--- src/rtl/lector_entradas_pkg.sv ---
// Shared constants for the memory-mapped input peripheral: register
// addresses and the default debounce window (2.5 ms at 100 MHz).
package lector_entradas_pkg;

  localparam logic [1:0] DIR_SW      = 2'd0;
  localparam logic [1:0] DIR_EVENTO  = 2'd1;
  localparam logic [1:0] DIR_BTN     = 2'd2;
  localparam logic [1:0] DIR_MASCARA = 2'd3;

  localparam int DEBOUNCE_DEFAULT = 250000;

endpackage

--- src/rtl/lector_entradas_antirrebote.sv ---
// One input bit: two-flop synchronizer followed by a debounce counter that
// accepts a new level only after it has held for DEBOUNCE_CYCLES clocks.
module antirrebote
  import lector_entradas_pkg::*;
#(
  parameter int DEBOUNCE_CYCLES = DEBOUNCE_DEFAULT
) (
  input  logic clk_i,
  input  logic reset_ni,
  input  logic raw_i,
  output logic nivel_o,
  output logic subida_o
);

  localparam int CW = $clog2(DEBOUNCE_CYCLES);
  localparam logic [CW-1:0] CNT_MAX = CW'(DEBOUNCE_CYCLES - 1);

  logic meta;
  logic sync;
  logic [CW-1:0] cnt;

  always_ff @(posedge clk_i or negedge reset_ni) begin
    if (!reset_ni) begin
      meta <= 1'b0;
      sync <= 1'b0;
    end else begin
      meta <= raw_i;
      sync <= meta;
    end
  end

  // Any return to the stable level restarts the count, so glitches never land.
  always_ff @(posedge clk_i or negedge reset_ni) begin
    if (!reset_ni) begin
      nivel_o <= 1'b0;
      cnt     <= '0;
    end else if (sync == nivel_o) begin
      cnt <= '0;
    end else if (cnt == CNT_MAX) begin
      nivel_o <= sync;
      cnt     <= '0;
    end else begin
      cnt <= cnt + CW'(1);
    end
  end

  // Combinational so the event register can set on the same edge as nivel_o.
  assign subida_o = sync & ~nivel_o & (cnt == CNT_MAX);

endmodule

--- src/rtl/lector_entradas.sv ---
// Input peripheral for the RISC-V core: debounced switches and buttons,
// sticky button-press events with W1C, an interrupt mask and a registered read port.
module lector_entradas
  import lector_entradas_pkg::*;
#(
  parameter int N_SW            = 16,
  parameter int N_BTN           = 4,
  parameter int DEBOUNCE_CYCLES = DEBOUNCE_DEFAULT
) (
  input  logic             clk_i,
  input  logic             reset_ni,
  input  logic [N_SW-1:0]  sw_i,
  input  logic [N_BTN-1:0] btn_i,
  input  logic [1:0]       addr_i,
  input  logic             we_i,
  input  logic [31:0]      dato_i,
  output logic [31:0]      dato_o,
  output logic             irq_o
);

  logic [N_SW-1:0]   d_sw;
  logic [N_SW-1:0]   unused_sw_subida;
  logic [N_BTN-1:0]  d_btn;
  logic [N_BTN-1:0]  btn_subida;
  logic [N_BTN-1:0]  evento;
  logic [N_BTN-1:0]  mask;
  logic [31:0]       leido;
  logic [31-N_BTN:0] unused_dato;

  assign unused_dato = dato_i[31:N_BTN];

  for (genvar i = 0; i < N_SW; i++) begin : g_sw
    antirrebote #(.DEBOUNCE_CYCLES(DEBOUNCE_CYCLES)) u_sw (
      .clk_i    (clk_i),
      .reset_ni (reset_ni),
      .raw_i    (sw_i[i]),
      .nivel_o  (d_sw[i]),
      .subida_o (unused_sw_subida[i])
    );
  end

  for (genvar i = 0; i < N_BTN; i++) begin : g_btn
    antirrebote #(.DEBOUNCE_CYCLES(DEBOUNCE_CYCLES)) u_btn (
      .clk_i    (clk_i),
      .reset_ni (reset_ni),
      .raw_i    (btn_i[i]),
      .nivel_o  (d_btn[i]),
      .subida_o (btn_subida[i])
    );
  end

  always_comb begin
    leido = '0;
    case (addr_i)
      DIR_SW:      leido = 32'(d_sw);
      DIR_EVENTO:  leido = 32'(evento);
      DIR_BTN:     leido = 32'(d_btn);
      DIR_MASCARA: leido = 32'(mask);
      default:     leido = '0;
    endcase
  end

  // A new press is OR-ed in after the W1C clear, so a colliding set wins.
  always_ff @(posedge clk_i or negedge reset_ni) begin
    if (!reset_ni) begin
      evento <= '0;
      mask   <= '0;
      dato_o <= '0;
      irq_o  <= 1'b0;
    end else begin
      if (we_i && addr_i == DIR_EVENTO) begin
        evento <= (evento & ~dato_i[N_BTN-1:0]) | btn_subida;
      end else begin
        evento <= evento | btn_subida;
      end
      if (we_i && addr_i == DIR_MASCARA) begin
        mask <= dato_i[N_BTN-1:0];
      end
      irq_o  <= |(evento & mask);
      dato_o <= leido;
    end
  end

endmodule
--- config.mk ---
export PLATFORM = sky130hd
export DESIGN_NAME = lector_entradas
export DESIGN_NICKNAME = d
export VERILOG_FILES = /design/src/rtl/lector_entradas_pkg.sv /design/src/rtl/lector_entradas_antirrebote.sv /design/src/rtl/lector_entradas.sv
export SDC_FILE = /design/constraint.sdc
export NUM_CORES = 1
export LEC_CHECK = 0
export BUFFER_PORTS_ARGS = -buffer_cell sky130_fd_sc_hd__buf_2
export CELL_PAD_IN_SITES_DETAIL_PLACEMENT = 1
export CELL_PAD_IN_SITES_GLOBAL_PLACEMENT = 1
export CORE_MARGIN = 3
export CORE_UTILIZATION = 45
export DETAILED_ROUTE_END_ITERATION = 6
export PLACE_DENSITY_LB_ADDON = 0.1
export SYNTH_ARGS = -nofsm -noshare
export SYNTH_HDL_FRONTEND = slang
export SYNTH_HIERARCHICAL = 1
export SYNTH_SLANG_ARGS = --single-unit
--- constraint.sdc ---
create_clock -name clk_i -period 2.8 [get_ports clk_i]
set_input_delay 0.28 -clock clk_i [delete_from_list [all_inputs] [get_ports clk_i]]
set_output_delay 0.28 -clock clk_i [all_outputs]
set_load 0.005 [all_outputs]
==> results_dict.tcl <==
set metrics [dict create \
    outcome "complete, no violations" \
    syn_avg_cell_area_sq_um 10.4 \
    clk-insertion-delay-late_ps 580 \
    totalPowerFinal_w 0.0143 \
    critical_path.reg2reg.endpoint "g_btn[2].u_btn/nivel_o" \
    timing.clock.skew_ps 16.6 \
    rows 79 \
    layout_stage_area_growth_over_the_synthesis_result_pct 13.5 \
    htree_num_levels 2 \
    syn-instance-count 2050 \
    synthesis.yosys.warnings 6 \
    number_of_cells_traversed_by_the_worst_register_to_register_path 4 \
    grt_pass1_wl_um 79600 \
    startpoint_type "flip-flop" \
    clk_transition_reported_paths_ps 60 \
    path_class "reg2reg" \
    r2r-start "g_btn[2].u_btn/cnt[10]" \
    hold_path_depth 2 \
    worstMarginPinSlew_ps 578 \
    antenna_violations_before_repair 3 \
    report.final.slew_viol_count 0 \
    timing.max_cap.violations 0 \
    timing.final.setup_violations 0 \
    gpl.final_weighted_congestion 0.786 \
    final_period_minus_worst_setup_slack_ps 2260 \
    die_area_sq_um 50200 \
    cts_buffers 50 \
    wl_per_cell_um 16.0 \
    effective_utilization_at_floorplan_pct 45.7 \
    comb_power_share_pct 3.7 \
    tritoncts "yes" \
    total_switching_power_w 0.00310 \
    cp_data_required_time_ps 3260 \
    port_buffers 45 \
    die_x_um 224 \
    max_fclk_ghz 0.443 \
    min_period_over_period_pct 80.5 \
    timing.critical_path.to_type "flip-flop" \
    synth.cell_area_sq_um 21400 \
    hold_violations 0 \
    dr.pass1.iters 4 \
    setup_tns_ps 0 \
    dp_cells 2692 \
    placeableCoreArea_sq_um 46800 \
    fin_nets 2259 \
    post_cts_hold_buffer_count 25 \
    pwr-share-seq_pct 46.7 \
    post_cts_buffers 0 \
    routed_vias 14900 \
    power.share.switching_pct 21.8 \
    post-route-drc-count 0 \
    setup_repair_after_global_routing_missed_its_margin "no" \
    ctsResizeCount 0 \
    ff2ff_setup_slack_ps 540 \
    drt-total-wl_um 44900 \
    grt_start_max_net_pins 86 \
    cts.root.buffer_cell "sky130_fd_sc_hd__clkbuf_16" \
    initialDrtViolationCount 673 \
    pwr_density_cell_nw_per_um2 588 \
    cp_data_arrival_time_ps 2710 \
    leakage_nw 10.0 \
    max-vdd-ir-drop_uv 462 \
    boundaryPins 90 \
    hp-class "in2reg" \
    worst_hold_path.endpoint "dato_o[1]" \
    grt_overflow_total 0 \
    holdCritStartpoint "addr_i[1]" \
    chip_height_um 224 \
    internal_power_w 0.0111 \
    routed_via_density 5.31 \
    total_track_usage_pct 18.7 \
    drive_gt1_share_pct 11.5 \
    cts_num_sinks 445 \
    number_of_global_route_vias_before_repair 16000 \
    drtAntennaViolNets 0 \
    final-instance-count-excl-fill 2807 \
    worst_slew_margin_rel_pct 61.4 \
    critical_path_peak_fanout 5 \
    share_of_power_burned_in_the_clock_network_pct 49.6 \
    place_hpwl_um 29600 \
    max-clock-path-buffers 3 \
]
[metal layers]
layer  global-route usage (%)  vias to the layer above  part of all wire (%)
met5                        0                        -                 0.029
met4                     5.08                        2                   1.9
met3                     3.05                       52                   2.8
met2                     31.6                      108                    49
met1                     25.1                     7487                    47
li1                         -                     7269                     -
[power groups by stage]
stage | combinational, W | clock [W] | sequential, W
floorplan | 0.000300 | 0 | 0.00675
global placement | 0.000501 | 0 | 0.00677
detailed placement | 0.000517 | 0 | 0.00678
CTS | 0.000551 | 0.00729 | 0.00666
global route | 0.000611 | 0.00757 | 0.00668
finish | 0.000527 | 0.00706 | 0.00666
[through the flow]
step                area [sq um]  hold slack, ps  util (%)  worst slack (ps)
floorplan                  21400           -15.6         -               750
global placement           22200             284      47.5               628
detailed placement         22200             290      47.5               575
CTS                        24300            99.1      51.9               544
global route               24300             118      51.9               460
finish                     24300             135      51.9               545
[final cells by class]
type | count | area [sq um]
multi-input combinational | 1474 | 9530
fill | 5142 | 22500
clock inverter | 22 | 322
inverter | 108 | 405
tap | 607 | 759
timing repair buffer | 83 | 633
clock buffer | 67 | 1470
sequential | 445 | 11100
antenna | 1 | 2.50
[flip-flops by register name, indices dropped and copies added (netlist names)]
register and cells:
dato_o 16, evento 4, g_btn.u_btn/cnt 72, g_btn.u_btn/meta 4
g_btn.u_btn/nivel_o 4, g_btn.u_btn/sync 4, g_sw.u_sw/cnt 288, g_sw.u_sw/meta 16
g_sw.u_sw/nivel_o 16, g_sw.u_sw/sync 16, irq_o 1, mask 4
[worst max-delay path: stages, from the launching register on]
cell,delay (ps)
sky130_fd_sc_hd__dfrtp_1,440
sky130_fd_sc_hd__or4_1,520
sky130_fd_sc_hd__or4_4,560
sky130_fd_sc_hd__nor3_1,240
sky130_fd_sc_hd__mux2_1,370
[worst max-delay path by stage]
stage,start,end,slack (ps),cells past startpoint
floorplan,g_btn[0].u_btn/cnt[11],g_btn[0].u_btn/nivel_o,750,4
global placement,g_sw[7].u_sw/cnt[11],g_sw[7].u_sw/nivel_o,630,4
detailed placement,g_sw[7].u_sw/cnt[10],g_sw[7].u_sw/nivel_o,580,4
CTS,g_btn[2].u_btn/cnt[10],g_btn[2].u_btn/nivel_o,540,4
global route,g_btn[2].u_btn/cnt[10],g_btn[2].u_btn/nivel_o,460,4
finish,g_btn[2].u_btn/cnt[10],g_btn[2].u_btn/nivel_o,540,4
[cell usage in the layout, fill, tap and decap left out, types with 25 or more instances in the layout]
| master | instances |
|---|---|
| sky130_fd_sc_hd__nor3_1 | 64 |
| sky130_fd_sc_hd__inv_1 | 108 |
| sky130_fd_sc_hd__dlygate4sd3_1 | 25 |
| sky130_fd_sc_hd__ha_1 | 40 |
| sky130_fd_sc_hd__nor2_1 | 404 |
| sky130_fd_sc_hd__or4_1 | 80 |
| sky130_fd_sc_hd__nand4_1 | 80 |
| sky130_fd_sc_hd__nor4_1 | 80 |
| sky130_fd_sc_hd__nand3_1 | 120 |
| sky130_fd_sc_hd__dfrtp_1 | 445 |
| sky130_fd_sc_hd__xnor2_1 | 220 |
| sky130_fd_sc_hd__xor2_1 | 80 |
| sky130_fd_sc_hd__or2_2 | 40 |
| sky130_fd_sc_hd__buf_2 | 44 |
| sky130_fd_sc_hd__nand2_1 | 81 |
| sky130_fd_sc_hd__clkbuf_16 | 53 |
(Power assumes the default switching activity.)
